--- src/rtl/fifo_status_ctrl.sv ---
// Pointer, occupancy and status controller for a DATADEPTH-entry FIFO; any depth >= 2.
// Define FIFO_ERR_FLAGS_EN to build the sticky overflow/underflow error flags.
module fifo_status_ctrl #(
  parameter int unsigned DATADEPTH  = 45,
  parameter int unsigned AFULL_LVL  = DATADEPTH - 4,
  parameter int unsigned AEMPTY_LVL = 4,
  localparam int unsigned AW        = $clog2(DATADEPTH),
  localparam int unsigned CW        = $clog2(DATADEPTH + 1)
) (
  input  logic          clk,
  input  logic          rst_n,
  input  logic          wr_en,
  input  logic          rd_en,
  output logic          wr_ok,
  output logic          rd_ok,
  output logic [AW-1:0] B_W_address,
  output logic [AW-1:0] B_R_address,
  output logic [CW-1:0] count,
  output logic          full,
  output logic          empty,
  output logic          afull,
  output logic          aempty,
  output logic          overflow,
  output logic          underflow
);

  localparam logic [AW-1:0] LastAddr  = AW'(DATADEPTH - 1);
  localparam logic [CW-1:0] FullCnt   = CW'(DATADEPTH);
  localparam logic [CW-1:0] AfullCnt  = CW'(AFULL_LVL);
  localparam logic [CW-1:0] AemptyCnt = CW'(AEMPTY_LVL);

  logic [AW-1:0] wr_ptr_q, wr_ptr_d;
  logic [AW-1:0] rd_ptr_q, rd_ptr_d;
  logic [CW-1:0] count_q, count_d;
  logic          full_q, full_d;
  logic          empty_q, empty_d;
  logic          afull_q, afull_d;
  logic          aempty_q, aempty_d;

  // Acceptance looks only at registered flags, so a pop never frees room for a same-cycle push.
  always_comb begin
    wr_ok = wr_en & ~full_q;
    rd_ok = rd_en & ~empty_q;
  end

  // Explicit wrap compare keeps non-power-of-2 depths correct.
  always_comb begin
    wr_ptr_d = wr_ptr_q;
    rd_ptr_d = rd_ptr_q;
    if (wr_ok) begin
      wr_ptr_d = (wr_ptr_q == LastAddr) ? '0 : wr_ptr_q + AW'(1);
    end
    if (rd_ok) begin
      rd_ptr_d = (rd_ptr_q == LastAddr) ? '0 : rd_ptr_q + AW'(1);
    end
  end

  always_comb begin
    count_d  = count_q + CW'(wr_ok) - CW'(rd_ok);
    full_d   = (count_d == FullCnt);
    empty_d  = (count_d == '0);
    afull_d  = (count_d >= AfullCnt);
    aempty_d = (count_d <= AemptyCnt);
  end

  always_ff @(posedge clk or negedge rst_n) begin
    if (!rst_n) begin
      wr_ptr_q <= '0;
      rd_ptr_q <= '0;
      count_q  <= '0;
      full_q   <= 1'b0;
      empty_q  <= 1'b1;
      afull_q  <= 1'b0;
      aempty_q <= 1'b1;
    end else begin
      wr_ptr_q <= wr_ptr_d;
      rd_ptr_q <= rd_ptr_d;
      count_q  <= count_d;
      full_q   <= full_d;
      empty_q  <= empty_d;
      afull_q  <= afull_d;
      aempty_q <= aempty_d;
    end
  end

`ifdef FIFO_ERR_FLAGS_EN
  logic overflow_q, underflow_q;

  always_ff @(posedge clk or negedge rst_n) begin
    if (!rst_n) begin
      overflow_q  <= 1'b0;
      underflow_q <= 1'b0;
    end else begin
      if (wr_en && full_q) begin
        overflow_q <= 1'b1;
      end
      if (rd_en && empty_q) begin
        underflow_q <= 1'b1;
      end
    end
  end

  assign overflow  = overflow_q;
  assign underflow = underflow_q;
`else
  assign overflow  = 1'b0;
  assign underflow = 1'b0;
`endif

  assign B_W_address = wr_ptr_q;
  assign B_R_address = rd_ptr_q;
  assign count       = count_q;
  assign full        = full_q;
  assign empty       = empty_q;
  assign afull       = afull_q;
  assign aempty      = aempty_q;

endmodule

--- config.mk ---
export PLATFORM = sky130hd
export DESIGN_NAME = fifo_status_ctrl
export DESIGN_NICKNAME = d
export VERILOG_FILES = /design/src/rtl/fifo_status_ctrl.sv
export SDC_FILE = /design/constraint.sdc
export NUM_CORES = 1
export LEC_CHECK = 0
export CORE_MARGIN = 10
export CORE_UTILIZATION = 49
export CTS_CLUSTER_SIZE = 14
export DETAILED_ROUTE_END_ITERATION = 6
export MAX_ROUTING_LAYER = met4
export PLACE_DENSITY = 0.87
export SLEW_MARGIN = 10
export SYNTH_ARGS = -nofsm -noshare
export SYNTH_HDL_FRONTEND = slang
export SYNTH_SLANG_ARGS = --single-unit
--- constraint.sdc ---
create_clock -name clk -period 3 [get_ports clk]
set_input_delay 0.6 -clock clk [delete_from_list [all_inputs] [get_ports clk]]
set_output_delay 0.6 -clock clk [all_outputs]
set_load 0.01 [all_outputs]
======== After elaboration in Yosys (flattened, before gate mapping) ========
Cells that the tools add are included.
word-level totals
  input bits .............................. 4
  output and inout port bits .............. 26
  logic and storage cells ................. 23
  register bits ........................... 22
operators by class
  equality and inequality tests ........... 3
  magnitude comparators ................... 2
  muxes and demuxes ....................... 2
  add/subtract/negate cells ............... 4
  reductions and logical operators ........ 1
  bitwise operators ....................... 4
operator list
  operator                                                                           number
  6-bit == test (second input constant)                                              3
  6-bit by 1-bit adder with 6-bit output (second input constant)                     2
  6-bit two-way mux                                                                  2
  6-bit by 1-bit adder with 6-bit output                                             1
  6-bit >= comparator (second input constant)                                        1
  6-bit by 3-bit less-or-equal comparator with 1-bit output (second input constant)  1
  6-bit logical NOT                                                                  1
  6-bit by 1-bit subtractor with 6-bit output                                        1
  1-bit bitwise AND                                                                  2
  1-bit inverter                                                                     2

======== Logic depth before layout (Yosys ltp) ========
  depth in word-level cells ............... 5
  mapped depth ............................ 10
  gate-level depth less buffers ........... 9

======== Least setup slack after synthesis ========
OpenSTA, ideal clock, no wires.
  path type ............................... in2reg
  start point ............................. input rd_en
  end point ............................... register afull_q, in the netlist afull
  setup slack ............................. 0.353 ns
  library setup time ...................... 0.077 ns
  buffers on the path ..................... 1
  cell stages on the path ................. 10
  arrival time ............................ 2.570 ns
  data required time ...................... 2.923 ns
  cells stage by stage .................... nor2b_1 -> clkbuf_1 -> ha_1 -> inv_1 -> ha_1 -> fa_1 -> xor2_1 -> nor3_1 -> o32a_1 -> a21oi_1
on the way
  word-level cells in the longest chain between the ends .. 3
ends and longest elaborated chain
  what                                         RTL line  source
  start: declaration                           13        input logic rd_en,
  1-bit bitwise AND                            43        rd_ok = rd_en & ~empty_q;
  named net rd_ok                              15        output logic rd_ok,
  6-bit by 1-bit subtractor with 6-bit output  59        count_d = count_q + CW'(wr_ok) - CW'(rd_ok);
  named net count_d[2]                         34        logic [CW-1:0] count_q, count_d;
  6-bit >= comparator                          62        afull_d = (count_d >= AfullCnt);
  named net afull_d                            37        logic afull_q, afull_d;
  end signal: assignment                       81        afull_q <= afull_d;
  end: declaration                             37
The timed path passes the listed nets, and every way through them passes these cells.
A chain may end at the register's enable or synchronous reset.

======== Final worst setup path ========
  start point ............................. input rd_en
  end point ............................... register empty_q, in the netlist empty
on the way
  word-level cells in the longest chain between the ends .. 3
ends and longest elaborated chain
  what                                         RTL line  source
  1-bit bitwise AND                            43
  6-bit by 1-bit subtractor with 6-bit output  59
  6-bit logical NOT                            61        empty_d = (count_d == '0);
  named net empty_d                            36        logic empty_q, empty_d;
  end signal: assignment                       80        empty_q <= empty_d;
  end: declaration                             36
The timed path passes the listed nets, and every way through them passes these cells.

==> run_results.csv <==
group,metric,value,unit
global_routing,grt_pass1_vias,1081,
worst_setup_path,cp_max_fo,4,
min_path,hold_class,"reg2reg",
final_layout,drive_gt1_share,8.97,%
die,ioPinCount,30,
synthesis,synth_top_area_cell,"dfrtp_1",
clock_tree,hold_buffers,0,
timing,fin_crit_sh,91.5,%
power,ir_drop,0.878,mV
global_routing,antenna_found_initial,0,
final_layout,final_area,0.00160,mm2
worst_setup_path,crit_path_top_delay_cell,"clkdlybuf4s50_1",
power,power_density,1350,mW/mm2
final_layout,areaGrowthSynthToFinish,27.6,%
run_status,status,"completed",
timing,fin_worst_skew,5.32,ps
placement,io_buffers,27,
die,die-area,0.00497,mm2
route,vias,1004,
worst_setup_path,critPathKind,"in2reg",
clock_tree,postCtsSetupRepairBufs,0,
synthesis,async_flop_share,100,%
clock_tree,clkTransAtPathRegs,110,ps
route,firstDrtPassIters,4,
final_layout,diodes,0,
route,post_drt_wl_per_cell,15.8,um
job,cap_violations,0,
route,drt-total-wl,2940,um
synthesis,synth_edf_count,0,
global_routing,track_usage,12.7,%
worst_setup_path,r2r_slack,560,ps
timing,slew_headroom,41.8,%
synthesis,synthFlopType,"dfrtp_1",
die,rows,18,
synthesis,ys_seq_area_share,44.2,%
final_layout,fin_nets,172,
die,die_h,70.5,um
worst_setup_path,critPathRequiredTime,3260,ps
global_routing,grt_max_degree,23,
worst_setup_path,cpMostUsedCell,"ha_1",
synthesis,netlist_instances,124,
timing,rsz0062_at_grt,"no",
route,drc_errors,0,
clock_tree,cts_resized,0,
clock_tree,numClockSinks,22,
synthesis,ys_ff_latch,22,
worst_setup_path,start_kind,"input pin",
synthesis,synth_cell_types,38,
die,die_w,70.5,um
synthesis,yosysTopAreaCellShare,40.0,%
worst_setup_path,path_cells,"clkdlybuf4s50_1 > nor2b_1 > ha_1 > inv_1 > ha_1 > fa_1 > nand3_1 > a21boi_0 > o22ai_1 > and4b_2",
clock_tree,tritoncts,"done",
timing,period_needed,2740,ps
timing,worst_pin_slew,861,ps
worst_setup_path,end_kind,"flop",
die,start_util,50.9,%
timing,maxSlewViolCount,0,
timing,whs,583,ps
route,viasPerCell,5.40,
clock_tree,cts_inserted_buffers,3,
synthesis,yosysMostFrequentCell,"dfrtp_1",
global_routing,gr-total-overflow,0,
worst_setup_path,critical_path_arrival,3000,ps
clock_tree,cts_htree_levels,1,
route,first_iter_violations,62,
die,core,0.00245,mm2
synthesis,avgSynthCellArea,10.1,um2
timing,hold_viol_final,0,
clock_tree,clk_path_buf_depth,2,
worst_setup_path,cpPeakStageDelay,480,ps
placement,place_hpwl,2360,um
synthesis,synthTopCellsByArea,"dfrtp_1 40%, ha_1 10%, xor2_1 5.6%",
power,leakagePower,0.709,nW
synthesis,synth_commonest_cells,"20 x dfrtp_1, 14 x nor2_1, 12 x inv_1, 10 x ha_1, 9 x nand2_1",
synthesis,syn_area,0.00125,mm2
synthesis,ys_warn_count,0,
placement,gp_congestion,0.877,
timing,fmax,0.364,GHz
global_routing,grt_pass1_wl,5170,um
route,route.antenna.remaining_nets,0,
placement,post_dp_cell_area,0.00157,mm2
clock_tree,cts-root-buf,"clkbuf_4",
clock_tree,worstSkewPairLatency,310,ps
timing,setup_viol,0,
[worst max-delay path, delay by kind of cell]
family,cells,cell delay [ps]
buffers and inverters,2,540
adders and majority gates,3,720
and+or+nand+nor,3,560
AOI/OAI and AO/OA,2,580
[flip-flops by register name, summed over array words and instances, names as in the netlist]
| register | cells |
|---|---|
| B_R_address | 6 |
| B_W_address | 6 |
| aempty | 1 |
| afull | 1 |
| count | 6 |
| empty | 1 |
| full | 1 |
[cells by family (layout without fill, tap and decap cells)]
| kind of cell | count (synthesis) | count (layout) | synth area share [%] |
|---|---|---|---|
| AO/OA/AOI/OAI | 21 | 21 | 13.1 |
| XOR/XNOR | 11 | 11 | 7.71 |
| adder cells (fa/ha/maj) | 11 | 11 | 11.6 |
| buffers and inverters | 16 | 47 | 5.41 |
| flip-flops | 22 | 22 | 44.2 |
| other | 1 | 2 | 0.300 |
| AND/OR/NAND/NOR | 42 | 42 | 17.6 |
[layout make-up]
| type | instances | area [um2] |
|---|---|---|
| clock buffer | 4 | 26.3 |
| sequential | 22 | 553 |
| fill | 199 | 860 |
| tap | 30 | 37.5 |
| multi-input combinational | 87 | 633 |
| timing repair buffer | 31 | 300 |
| inverter | 12 | 45.0 |
[layout by cell type, fill, tap and decap left out, types with 2 or more instances in the layout]
cell              n
a21oi_1           3
buf_4             4
clkbuf_4          3
clkdlybuf4s50_1  27
conb_1            2
dfrtp_1          20
dfstp_2           2
ha_1             10
inv_1            12
nand2_1           9
nand3b_1          2
nand4_1           3
nor2_1           14
nor2b_1           2
nor3_1            3
o21ai_0           6
o21bai_1          2
xnor2_1           3
xor2_1            8
[through the flow]
step	power, mW	util [%]	worst slack (ps)	cells	TNS [ps]
floorplan	1.44	-	353	125	0
global placement	1.93	63.9	63.5	182	0
detailed placement	2.00	63.9	-27.9	182	-27.9
CTS	2.15	65.0	290	186	0
global route	2.34	65.0	107	186	0
finish	2.15	65.0	256	186	0
[where the power goes]
part           internal (mW)  total, mW  switching, mW
clock                 0.0520      0.138         0.0856
combinational          0.681       1.41          0.734
sequential             0.449      0.594          0.145
[path summary, 6_finish.rpt]
kind	startpoint	endpoint	cells past startpoint
max	rd_en	empty	10
min	B_W_address[5]	B_W_address[5]	2
max reg2reg	empty	afull	9
min reg2reg	B_W_address[5]	B_W_address[5]	2
max in group asynchronous	rst_n	aempty	2
min in group asynchronous	rst_n	B_R_address[0]	2
[per-layer routing]
metal  GRT usage, %  part of all wire, %  vias up
met5              -                    0        -
met4           6.58                  3.2        0
met3           2.82                  5.3       11
met2           21.9                   52       34
met1           13.3                   39      478
li1               -                    -      481
Note: power is estimated with default switching activity, not from simulation.
